[config.mk]
export PLATFORM = sky130hd
export DESIGN_NAME = instfetch
export DESIGN_NICKNAME = d
export VERILOG_FILES = /design/src/rtl/instfetch.sv
export SDC_FILE = /design/constraint.sdc
export NUM_CORES = 1
export LEC_CHECK = 0
export ABC_AREA = 1
export CAP_MARGIN = 20
export CORE_ASPECT_RATIO = 0.9
export CORE_MARGIN = 1.5
export CORE_UTILIZATION = 53
export CTS_BUF_LIST = sky130_fd_sc_hd__clkbuf_2 sky130_fd_sc_hd__clkbuf_4 sky130_fd_sc_hd__clkbuf_8
export DETAILED_ROUTE_END_ITERATION = 8
export DONT_BUFFER_PORTS = 1
export PLACE_DENSITY = 0.68
export SLEW_MARGIN = 10
export SYNTH_ARGS = -nofsm -noshare
export SYNTH_HDL_FRONTEND = slang
export SYNTH_SLANG_ARGS = --single-unit
[constraint.sdc]
create_clock -name clk -period 4.31 [get_ports clk]
set_input_delay 0.431 -clock clk [delete_from_list [all_inputs] [get_ports clk]]
set_output_delay 0.431 -clock clk [all_outputs]
set_load 0.02 [all_outputs]
[src/rtl/instfetch.sv]
`default_nettype none
// ============================================================================
//  Module      : instfetch
//  Description : Instruction fetch stage. Holds the PC, presents it to a
//                combinational instruction ROM and buffers fetched words in a
//                two-entry in-order queue toward the decode stage. Supports
//                branch redirect and halt.
//  Revision    : 1.0 - initial release
// ============================================================================
module instfetch #(
    parameter int DATA_WIDTH = 32,
    parameter int BUS_WIDTH  = 17,
    parameter int RESET_PC   = 0
) (
    input  logic                  clk,
    input  logic                  reset,
    output logic [BUS_WIDTH-1:0]  adr,
    input  logic [DATA_WIDTH-1:0] readdata,
    input  logic                  branch_taken,
    input  logic [BUS_WIDTH-1:0]  branch_target,
    input  logic                  halt_req,
    input  logic                  out_ready,
    output logic                  out_valid,
    output logic [DATA_WIDTH-1:0] out_instr,
    output logic [BUS_WIDTH-1:0]  out_pc
);

    // ------------------------------------------------------------------
    // Constants
    // ------------------------------------------------------------------
    localparam logic [BUS_WIDTH-1:0] c_RESET_PC   = BUS_WIDTH'(RESET_PC);
    localparam logic [BUS_WIDTH-1:0] c_PC_STEP    = BUS_WIDTH'(4);
    // Low two address bits are cleared on redirect so fetch stays word aligned.
    localparam logic [BUS_WIDTH-1:0] c_ALIGN_MASK = BUS_WIDTH'(3);
    localparam logic [1:0]           c_QUEUE_DEPTH = 2'd2;

    // ------------------------------------------------------------------
    // Fetch state machine encoding
    // ------------------------------------------------------------------
    typedef enum logic [0:0] {
        ST_RUN    = 1'b0,
        ST_HALTED = 1'b1
    } state_t;

    state_t r_state;
    state_t w_state_next;

    // ------------------------------------------------------------------
    // Datapath storage
    // ------------------------------------------------------------------
    logic [BUS_WIDTH-1:0]  r_pc;
    logic [1:0]            r_count;

    // Entry 0 is always the head; entry 1 only holds data when count == 2.
    logic [DATA_WIDTH-1:0] r_q0_instr;
    logic [BUS_WIDTH-1:0]  r_q0_pc;
    logic [DATA_WIDTH-1:0] r_q1_instr;
    logic [BUS_WIDTH-1:0]  r_q1_pc;

    logic                  w_push;
    logic                  w_pop;
    logic [BUS_WIDTH-1:0]  w_pc_inc;
    logic [BUS_WIDTH-1:0]  w_target_aligned;

    // ------------------------------------------------------------------
    // Combinational datapath helpers
    // ------------------------------------------------------------------
    // The adder is exactly BUS_WIDTH wide, so the carry out is dropped and
    // the PC wraps naturally from the top of the ROM back to zero.
    assign w_pc_inc         = r_pc + c_PC_STEP;
    assign w_target_aligned = branch_target & ~c_ALIGN_MASK;

    assign adr       = r_pc;
    assign out_valid = (r_count != 2'd0);
    assign out_instr = r_q0_instr;
    assign out_pc    = r_q0_pc;

    // State register; reset returns fetch to the running state.
    always_ff @(posedge clk or posedge reset) begin
        if (reset) begin
            r_state <= ST_RUN;
        end else begin
            r_state <= w_state_next;
        end
    end

    // Next-state and push/pop decisions; branch overrides halt and both queue ops.
    always_comb begin
        w_state_next = r_state;
        w_push       = 1'b0;
        w_pop        = 1'b0;

        if (branch_taken) begin
            // Redirect flushes everything, so neither queue operation is taken.
            w_state_next = ST_RUN;
        end else begin
            w_pop = out_valid & out_ready;
            case (r_state)
                ST_RUN: begin
                    if (halt_req) begin
                        w_state_next = ST_HALTED;
                    end else begin
                        // A full queue never pushes, even if it pops this
                        // cycle; the freed slot is refilled next cycle.
                        w_push = (r_count < c_QUEUE_DEPTH);
                    end
                end
                ST_HALTED: begin
                    w_state_next = ST_HALTED;
                end
                default: begin
                    w_state_next = ST_RUN;
                end
            endcase
        end
    end

    // PC register: redirect, advance on push, otherwise hold.
    always_ff @(posedge clk or posedge reset) begin
        if (reset) begin
            r_pc <= c_RESET_PC;
        end else if (branch_taken) begin
            r_pc <= w_target_aligned;
        end else if (w_push) begin
            r_pc <= w_pc_inc;
        end
    end

    // Queue occupancy and entries; head shifts forward on pop.
    always_ff @(posedge clk or posedge reset) begin
        if (reset) begin
            r_count    <= 2'd0;
            r_q0_instr <= '0;
            r_q0_pc    <= '0;
            r_q1_instr <= '0;
            r_q1_pc    <= '0;
        end else if (branch_taken) begin
            r_count <= 2'd0;
        end else begin
            case ({w_push, w_pop})
                2'b10: begin
                    if (r_count == 2'd0) begin
                        r_q0_instr <= readdata;
                        r_q0_pc    <= r_pc;
                    end else begin
                        r_q1_instr <= readdata;
                        r_q1_pc    <= r_pc;
                    end
                    r_count <= r_count + 2'd1;
                end
                2'b01: begin
                    r_q0_instr <= r_q1_instr;
                    r_q0_pc    <= r_q1_pc;
                    r_count    <= r_count - 2'd1;
                end
                2'b11: begin
                    // Push implies count < 2 and pop implies count > 0, so
                    // exactly one entry is present: the new word becomes head.
                    r_q0_instr <= readdata;
                    r_q0_pc    <= r_pc;
                end
                default: begin
                    r_count <= r_count;
                end
            endcase
        end
    end

endmodule
`default_nettype wire

* After elaboration in Yosys (flattened, before gate mapping) *
Cells that the tools add are included.

word-level totals
  bits in registers = 118
  input port bits = 54

cells by class
  muxes and demuxes = 15
  bitwise logic cells = 4
  $add $sub $neg = 3
  equal/unequal tests = 4
  order comparisons = 1
  reduce and logical (&&, ||, !) cells = 7

operators by type and width
  kind                                                                 number
  32-bit case mux with 3 select lines                                  1
  17-bit 2-to-1 mux                                                    3
  17-bit case mux with 3 select lines                                  1
  32-bit 2-to-1 mux                                                    1
  17-bit by 3-bit adder with 17-bit output (second input constant)     1
  1-bit 2-to-1 mux                                                     6
  3-bit AND reduction                                                  2
  3-bit nonzero test                                                   2
  2-bit == test (second input constant)                                2
  2-bit case mux with 2 select lines                                   1
  2-bit nonzero test                                                   2
  1-bit inverter                                                       3
  2-bit by 1-bit adder with 2-bit output (second input constant)       1
  2-bit by 1-bit == test with 1-bit output (second input constant)     1
  2-bit zero test                                                      1
  2-bit less-than comparator (second input constant)                   1
  2-bit 2-to-1 mux                                                     1
  2-bit inequality test (second input constant)                        1
  1-bit case mux with 2 select lines                                   1
  2-bit by 1-bit subtractor with 2-bit output (second input constant)  1
  1-bit AND                                                            1

* Depth between registers and ports, before layout *
Gate-level depths: netlist (run 1).

  depth in word-level cells = 7
  mapped depth = 9

* Worst setup path after synthesis (run 1) *
No wires, ideal clock.

  path kind = input to register
  from = input port branch_taken
  to = register r_q0_instr[0] (netlist: out_instr[0])
  stages = 7
  data required time = 4,186 ps
  path slack = 2,828 ps
  arrival time = 1,359 ps
  library setup time = 124 ps
  cell sequence = buf_2 > nor2_2 > nand3_2 > buf_2 > buf_2 > o211ai_1 > nand2_1

between the ends
  word-level cells in the longest chain between the ends = 4
  elaborated cells between the ends (all ways) = 10
  classes of those cells = eq/ne (4); mux (3); bitwise (1); reduce/logical (2)

RTL lines
  item                                                                              line  RTL
  start, declared                                                                   19    input logic branch_taken,
  1-bit 2-to-1 mux                                                                  93    if (branch_taken) begin
  2-bit == test / 2-bit by 1-bit == test with 1-bit output (equally long branches)  140   case ({w_push, w_pop})
  2-bit inequality test (no line) / 3-bit nonzero test (equally long branches)      --
  3-bit AND reduction (no line)                                                     --
  end signal, assigned                                                              143   r_q0_instr <= readdata;
  end signal, assigned                                                              152   r_q0_instr <= r_q1_instr;
  end signal, assigned                                                              159   r_q0_instr <= readdata;
  end, declared                                                                     55    logic [DATA_WIDTH-1:0] r_q0_instr;

Several ways; a longest one is shown, not always the timed one.
A chain may end at the register's enable or synchronous reset.

* Final worst setup path (run 1) *
  from = register r_state
  to = register r_q0_pc[11] (netlist: out_pc[11])

between the ends
  word-level cells in the longest chain between the ends = 5
  elaborated cells between the ends (all ways) = 9
  classes of those cells = eq/ne (4); mux (3); reduce/logical (2)

RTL lines
  item                                                                              line  RTL
  start, declared                                                                   45    state_t r_state;
  start signal, assigned                                                            83    r_state <= w_state_next;
  1-bit 2-to-1 mux *                                                                98    case (r_state)
  1-bit 2-to-1 mux *                                                                93
  2-bit == test / 2-bit by 1-bit == test with 1-bit output (equally long branches)  140
  2-bit inequality test (no line) / 3-bit nonzero test (equally long branches)      --
  3-bit AND reduction (no line)                                                     --
  end signal, assigned                                                              144   r_q0_pc <= r_pc;
  end signal, assigned                                                              153   r_q0_pc <= r_q1_pc;
  end signal, assigned                                                              160   r_q0_pc <= r_pc;
  end, declared                                                                     56    logic [BUS_WIDTH-1:0] r_q0_pc;

Mark *: on every way between the ends. The rest lies on a longest branch, timed or not.

==> results.txt, run 1 <==
The synthesized area per cell is 8.04 µm², and the buffer count from post-CTS setup fixing is 0. Buffers inserted during clock tree synthesis total 9. The post-synthesis cell type count is 29, and the share of synthesized area occupied by flip-flops and latches is 0.515.

The clock sink count was 112; the largest fanout on the critical path was 47. Yosys attributes the largest share of cell area to sky130_fd_sc_hd__dfrtp_1 (51%), sky130_fd_sc_hd__nand2_1 (14%), sky130_fd_sc_hd__inv_1 (7.2%). The core region is 0.00983 mm². Measured in cells, the most critical reg-to-reg path has a length of 7.

Post-synthesis async set-or-reset flop share: 1.00. The synthesized design contains 0 enable-type register cells. For this run, the detailed router's first-pass iteration total came to 5. Cell repeated most along the worst path: sky130_fd_sc_hd__nand2_2. The number of hold buffers added after CTS was 0.

sky130_fd_sc_hd__dfrtp_1 takes more of the synthesized area than any other cell. The count of buffers added on input and output ports is 0. The instance count after placement with tap cells included is 768, and the final layout net count is 709. Routed wire length per instance: 15.2 µm.

Number of instances in the synthesized netlist: 677. The clock arrives with 0.00895 ns of skew. The worst slew slack as a fraction of its limit came out at 0.323. The final number of max-transition violations came out at 0. The logs give 4,026 for the via count of the first global-routing pass and 0 for the number of nets with antenna violations after detailed routing. During synthesis, Yosys emitted a total of 0 warnings. Type of element launching the critical path: a flip-flop. The kind of end point of the critical path was a flip-flop. The slowest library cell on the worst path was sky130_fd_sc_hd__nand2_2. For flop-to-flop paths, the worst setup slack is 2.00 ns.

The post-cts resize count is 0, and the share of Yosys cell area claimed by the top area cell type is 0.515. In this run the clock root is driven by a sky130_fd_sc_hd__clkbuf_8. The most frequently used cell type in the post-synthesis netlist is sky130_fd_sc_hd__nand2_1. The startpoint identified for the worst register-to-register timing path is r_state.

The run gives 4.62 ns as the worst path required time. TritonCTS built the clock tree. On the worst path, the slowest cell contributes a delay of 0.75 ns. The logs give 19,500 µm for the wire length of the first global-routing pass and 0 for the number of setup violations in the final report. The ratio of cells with drive above 1 in the final layout is 0.0531, and the clock latency on the worst-skew pair is 0.37 ns.

At the end of routability-driven placement, the weighted congestion stood at 0.853. The highest ir drop seen on vdd came out at 0.355 mV. The cell family contributing the most delay on the critical path is simple AND/OR/NAND/NOR gates. The arrival time reported for the critical path endpoint was 2.62 ns.

Hold is met by 0.0744 ns. Entering global routing, the biggest net connects 97 pins. The run finished with clean final reports. Among all flip-flop cells after synthesis, the most frequent one is sky130_fd_sc_hd__dfrtp_1. The synthesis-stage register bit count was 112.

The die covers 0.0109 mm². The area growth from synthesis to layout is 3.54%. Total overflow reported by the global router: 0.

The tools report the peak clock frequency supported by timing as 433 MHz. The floorplan has 34 rows. The kind of critical path was flip-flop to flip-flop. The max-cap check violation count is 0, and the number of remaining DRC errors is 0. Worst-margin pin slew: 1.01 ns. The logs give 0 ns for the setup TNS after final layout and 7540 µm for the final HPWL from detailed placement. For the number of antenna violations at the first check in global routing, the log shows 0.

Subtracting the final worst setup slack from the clock period gives 2.31 ns. Setup repair after global routing left no endpoint under its margin. The worst reg2reg path endpoint was out_pc[11]. The min-delay analysis places its worst path in the category input port to asynchronous set/reset pin. Counting both buffers and inverters, the worst setup path holds a total of 0. Clock-pin slew was measured on the worst setup and hold paths at 0.10 ns.

The detailed router finished its first iteration with 237 violations. The maximum clock insertion buffer count was 2; the post-route clock period utilization was 0.536. For this design the ratio of total power to cell area is 616 mW/mm².

The critical path goes through nor2_2, nand2_2, nor2_4, nand2_2, nand2_2, o211ai_1, nand2_1. The logs give 11,900 µm for the wire length after detailed routing and 0 for the number of endpoints with negative hold slack in the final report. CTS built an H-tree with a depth of 3. The height of the die is 99.1 µm.

Die boundary width: 110 µm. After detailed routing, the number of vias per cell comes to 5.44. Summed over all cells, the static leakage comes to 2.94 nW. The repair_antennas step left the layout with diodes totalling 0.

The cell area that synthesis handed to floorplanning was 0.00544 mm². The tools report the starting utilization of the core area as 0.554. For the number of standard cells in the layout, taps in and fillers out, the log shows 785.

The logs give 4,272 for the total number of vias and 121 for the I/O pin count. For the combined global-route utilization of all metal layers, the log shows 0.230. In the synthesized netlist, the cells that appear most often are sky130_fd_sc_hd__nand2_1 (204), sky130_fd_sc_hd__dfrtp_1 (112), sky130_fd_sc_hd__inv_1 (105), sky130_fd_sc_hd__nand3_1 (65), sky130_fd_sc_hd__o211ai_1 (50).
per-stage QoR:
stage | instance area [µm²] | utilization | worst slack (ns) | total power, mW
3_3_place_gp | 5410 | 0.551 | 1.93 | 2.82
3_5_place_dp | 5410 | 0.551 | 1.90 | 2.87
5_1_grt | 5640 | 0.573 | 1.81 | 3.73
2_1_floorplan | 5450 | - | 0.920 | 2.67
6_report | 5640 | 0.573 | 2.00 | 3.47
4_1_cts | 5610 | 0.571 | 1.92 | 3.51
state kept, by name, summed over array words and instances (netlist names):
signal	count
adr	15
out_instr	32
out_pc	15
r_count	2
r_q1_instr	32
r_q1_pc	15
r_state	1
cell usage in the layout, fill, tap and decap left out:
cell type	instances
sky130_fd_sc_hd__nor2_4	1
sky130_fd_sc_hd__o21bai_1	1
sky130_fd_sc_hd__ha_1	1
sky130_fd_sc_hd__xnor2_1	1
sky130_fd_sc_hd__clkinv_2	2
sky130_fd_sc_hd__nand3_4	1
sky130_fd_sc_hd__inv_4	1
sky130_fd_sc_hd__inv_1	104
sky130_fd_sc_hd__dfrtp_1	112
sky130_fd_sc_hd__nor2_1	15
sky130_fd_sc_hd__xor2_1	2
sky130_fd_sc_hd__o21ai_0	16
sky130_fd_sc_hd__nand4_1	3
sky130_fd_sc_hd__buf_4	5
sky130_fd_sc_hd__nand2_1	201
sky130_fd_sc_hd__nor3_4	1
sky130_fd_sc_hd__clkbuf_8	9
sky130_fd_sc_hd__clkbuf_4	2
sky130_fd_sc_hd__o221ai_1	1
sky130_fd_sc_hd__nand2_2	4
sky130_fd_sc_hd__buf_16	1
sky130_fd_sc_hd__nand3_1	65
sky130_fd_sc_hd__o21ai_1	43
sky130_fd_sc_hd__nor3_1	2
sky130_fd_sc_hd__o211ai_1	50
sky130_fd_sc_hd__bufinv_16	1
sky130_fd_sc_hd__a31oi_1	1
sky130_fd_sc_hd__inv_6	1
sky130_fd_sc_hd__a21oi_1	2
sky130_fd_sc_hd__conb_1	4
sky130_fd_sc_hd__nor2_2	3
sky130_fd_sc_hd__clkinvlp_4	1
sky130_fd_sc_hd__inv_2	2
final cells by class:
| cell class | count | area (µm²) |
|---|---|---|
| clock buffers | 11 | 139 |
| clock inverters | 5 | 56.3 |
| fillers | 899 | 4190 |
| inverters | 107 | 404 |
| multi-input cells | 418 | 2010 |
| flip-flops and latches | 112 | 2800 |
| well taps | 126 | 158 |
| repair buffers | 6 | 65.1 |
where the power goes:
| group | internal, mW | switching, mW |
|---|---|---|
| registers | 1.51 | 0.611 |
| clock network | 0.283 | 0.346 |
| logic | 0.290 | 0.430 |
per-layer routing:
layer,share of wire,GRT usage,up-vias
met5,0,0,-
met4,0.013,0.0669,0
met3,0.085,0.0747,12
met2,0.47,0.366,125
li1,-,-,2111
met1,0.43,0.302,2024
cells by family after synthesis:
family / count (synthesis) / synth area share
DFF: 112 / 0.515
AOI/OAI and AO/OA: 114 / 0.129
and+or+nand+nor: 296 / 0.228
xor gates and xnor gates: 3 / 0.00483
adders and majority gates: 1 / 0.00230
buffers and inverters: 150 / 0.120
other: 1 / 0.000689
worst max-delay path by stage:
| stage | start | to | slack, ns | cells after the start |
|---|---|---|---|---|
| floorplan | reset | adr[10] | 0.92 | 1 |
| global placement | halt_req | out_pc[11] | 1.93 | 7 |
| detailed placement | halt_req | out_pc[11] | 1.90 | 7 |
| CTS | r_state | out_pc[11] | 1.92 | 7 |
| global route | r_state | out_pc[12] | 1.81 | 7 |
| finish | r_state | out_pc[11] | 2.00 | 7 |
(Power assumes the default switching activity.)
==> run 2, diff against run 1 <==
clock period = 2.3 ns   (was 4.31 ns; I/O delays follow)
==> results.txt, run 2 (synthesized netlist as in run 1, its figures left out) <==
The flow ran to the end, and the final reports show no timing, DRC or antenna violations. The type of element launching the critical path is a flip-flop. The number of fill cells was 842 (-6.3%). Signal routing reaches up to met4.

TritonCTS built the clock tree. The number of endpoints with negative hold slack in the final report was 0 (unchanged); the clock sink count was 112 (unchanged). For the I/O pin count, the log shows 121 (unchanged). The wire length of the first global-routing pass was 21,100 µm (+8.1%). In the layout the commonest cells are sky130_fd_sc_hd__nand2_1 (201), sky130_fd_sc_hd__dfrtp_1 (112), sky130_fd_sc_hd__inv_1 (104).

The run gives 4,396 (+9.2%) as the via count of the first global-routing pass. The power density over cell area came out at 1080 mW/mm² (+75%). The final HPWL from detailed placement was 7800 µm (+3.5%); the minimum period implied by the final worst setup slack was 1.91 ns (-0.394 ns).

The setup path with the least slack is of type flip-flop to flip-flop. Setup repair after global routing left no endpoint under its margin. The tools report the final antenna diode count as 0 (unchanged).

The post-route clock period utilization came out at 0.832 (+0.297). The post-cts resize count came out at 0 (unchanged). The number of nets with antenna violations after detailed routing is 0 (unchanged), and the clock latency on the worst-skew pair is 0.37 ns (about the same).

The post-placement cell area was 0.00550 mm² (+1.6%). The number of setup violations in the final report was 0 (unchanged); the total number of vias was 4,456 (+4.3%). The wire length after detailed routing is 12,700 µm (+6.6%).

The global placer's final weighted congestion was 0.857 (+0.52%). For the number of remaining DRC errors, the log shows 0 (unchanged). For the final hold slack, the log shows 0.0188 ns (-0.0556 ns). The tools report the final setup slack of the worst path as 0.386 ns (-1.62 ns). For the arrival time reported for the critical path endpoint, the log shows 2.23 ns (-0.39 ns). For the highest ir drop seen on vdd, the log shows 0.657 mV (+85%). The worst setup path is captured at a flip-flop. The CTS H-tree depth was 3 (unchanged). Largest fanout on the critical path: 47 (unchanged). For the worst-case setup slack after placement, the log shows 0.414 ns (-1.49 ns). The static power due to leakage is 3.17 nW (+7.5%), and the combined global-route utilization of all metal layers is 0.248 (+0.0175). The placeable core region is 0.00983 mm² (unchanged), and the peak clock frequency supported by timing is 522 MHz (+21%). Height of the die: 99.1 µm (unchanged).

The tightest min-delay check is of the input port to flip-flop type. The area enclosed by the die boundary is 0.0109 mm² (unchanged). Leaving out fill and tap cells, the most frequent cell in the layout is sky130_fd_sc_hd__nand2_1. The finished layout cell area was 0.00616 mm² (+9.3%). The tools report the total overflow reported by the global router as 0 (unchanged).

For the length of routed met3 wiring, the log shows 976 µm (-3.7%). The ratio of cells with drive above 1 in the final layout was 0.0551 (+0.00197). The logs give 0 ns (unchanged) for the setup TNS after final layout and 758 (+6.9%) for the final layout net count. The tools report the met2 layer wire length in the routed design as 6000 µm (+6.7%). The starting utilization of the core area is 0.554 (unchanged), and the die boundary width is 110 µm (unchanged). The number of search-and-repair iterations in the first detailed-routing pass was 4 (-1); the pin count of the biggest net entering global routing was 95 (-2.1%). The tree is rooted in a sky130_fd_sc_hd__clkbuf_8. The worst-margin pin slew was 0.760 ns (-0.251 ns); the area growth from synthesis to layout was 13.1%. The run gives 5540 µm (+8.1%) as the met1 wire length.

The number of vias per cell after detailed routing was 5.34 (-1.8%); the final setup skew was 0.0114 ns (+0.00245 ns). The logs give 0 (unchanged) for the max-cap check violation count and 9 (unchanged) for the number of buffers created by CTS. The run gives 0 (unchanged) as the final number of max-transition violations. The clock-pin slew of the registers on the worst-case setup and hold paths is 0.10 ns (about the same). The initial DRC count came out at 280 (+18%). The worst path required time is 2.62 ns (-2.00 ns). The routed wire length per instance works out to 15.2 µm (+0.35%). The number of input and output port buffers inserted was 0 (unchanged).

The run gives 0 (unchanged) as the number of antenna violations at the first check in global routing. The logs give 34 (unchanged) for the number of placement rows and 2 (unchanged) for the maximum clock insertion buffer count. The worst slew slack as a fraction of its limit came out at 0.493 (+0.170).
run 2: power by group:
part | leakage (nW) | switching (mW) | internal [mW]
sequential | 1.37 | 1.14 | 2.83
combinational | 1.69 | 0.834 | 0.617
clock | 0.109 | 0.664 | 0.563
total | 3.17 | 2.64 | 4.01
run 2: per-layer routing:
| metal | global-route usage | vias to the layer above |
|---|---|---|
| met5 | 0 | - |
| met4 | 0.0729 | 0 |
| met3 | 0.0727 | 17 |
| met2 | 0.403 | 148 |
| met1 | 0.322 | 2092 |
| li1 | - | 2199 |
run 2: worst paths after layout:
path / start / end / slack, ns / cells past startpoint
setup reg to reg: r_state / out_pc[11] / 0.39 / 8
hold reg to reg: r_q1_instr[31] / out_instr[31] / 0.52 / 2
hold / removal: branch_target[2] / adr[2] / 0.02 / 2
min in group asynchronous: reset / out_instr[27] / 0.53 / 3
setup / recovery: r_state / out_pc[11] / 0.39 / 8
max in group asynchronous: reset / out_instr[1] / 1.22 / 3
run 2: area by class of cell:
class	instances	area (µm²)	area share
Tap cell	126	158	0.0256
Clock buffer	11	151	0.0246
Clock inverter	5	53.8	0.00874
Sequential cell	112	2800	0.455
Multi-Input combinational cell	418	2010	0.327
Timing Repair Buffer	55	576	0.0935
Inverter	107	405	0.0658
run 2: through the flow:
step / instances / util / total power [mW]
3_5_place_dp: 773 / 0.560 / 5.40
4_1_cts: 834 / 0.627 / 6.71
3_3_place_gp: 773 / 0.560 / 5.32
6_report: 834 / 0.627 / 6.65
2_1_floorplan: 680 / - / 5.01
5_1_grt: 834 / 0.627 / 7.14
run 2: what timing repair did:
item,CTS,global route
hold endpoints to repair,115,0
hold buffers,45,0
buffers inserted,0,0
run 2: worst max-delay path, cell delays in order, from the launching register on:
cell,delay [ns]
sky130_fd_sc_hd__dfrtp_1,0.38
sky130_fd_sc_hd__nor2_2,0.18
sky130_fd_sc_hd__nand2_2,0.15
sky130_fd_sc_hd__nor2_4,0.14
sky130_fd_sc_hd__nand2_2,0.30
sky130_fd_sc_hd__nand2_2,0.19
sky130_fd_sc_hd__buf_12,0.26
sky130_fd_sc_hd__o211ai_1,0.16
sky130_fd_sc_hd__nand2_1,0.08
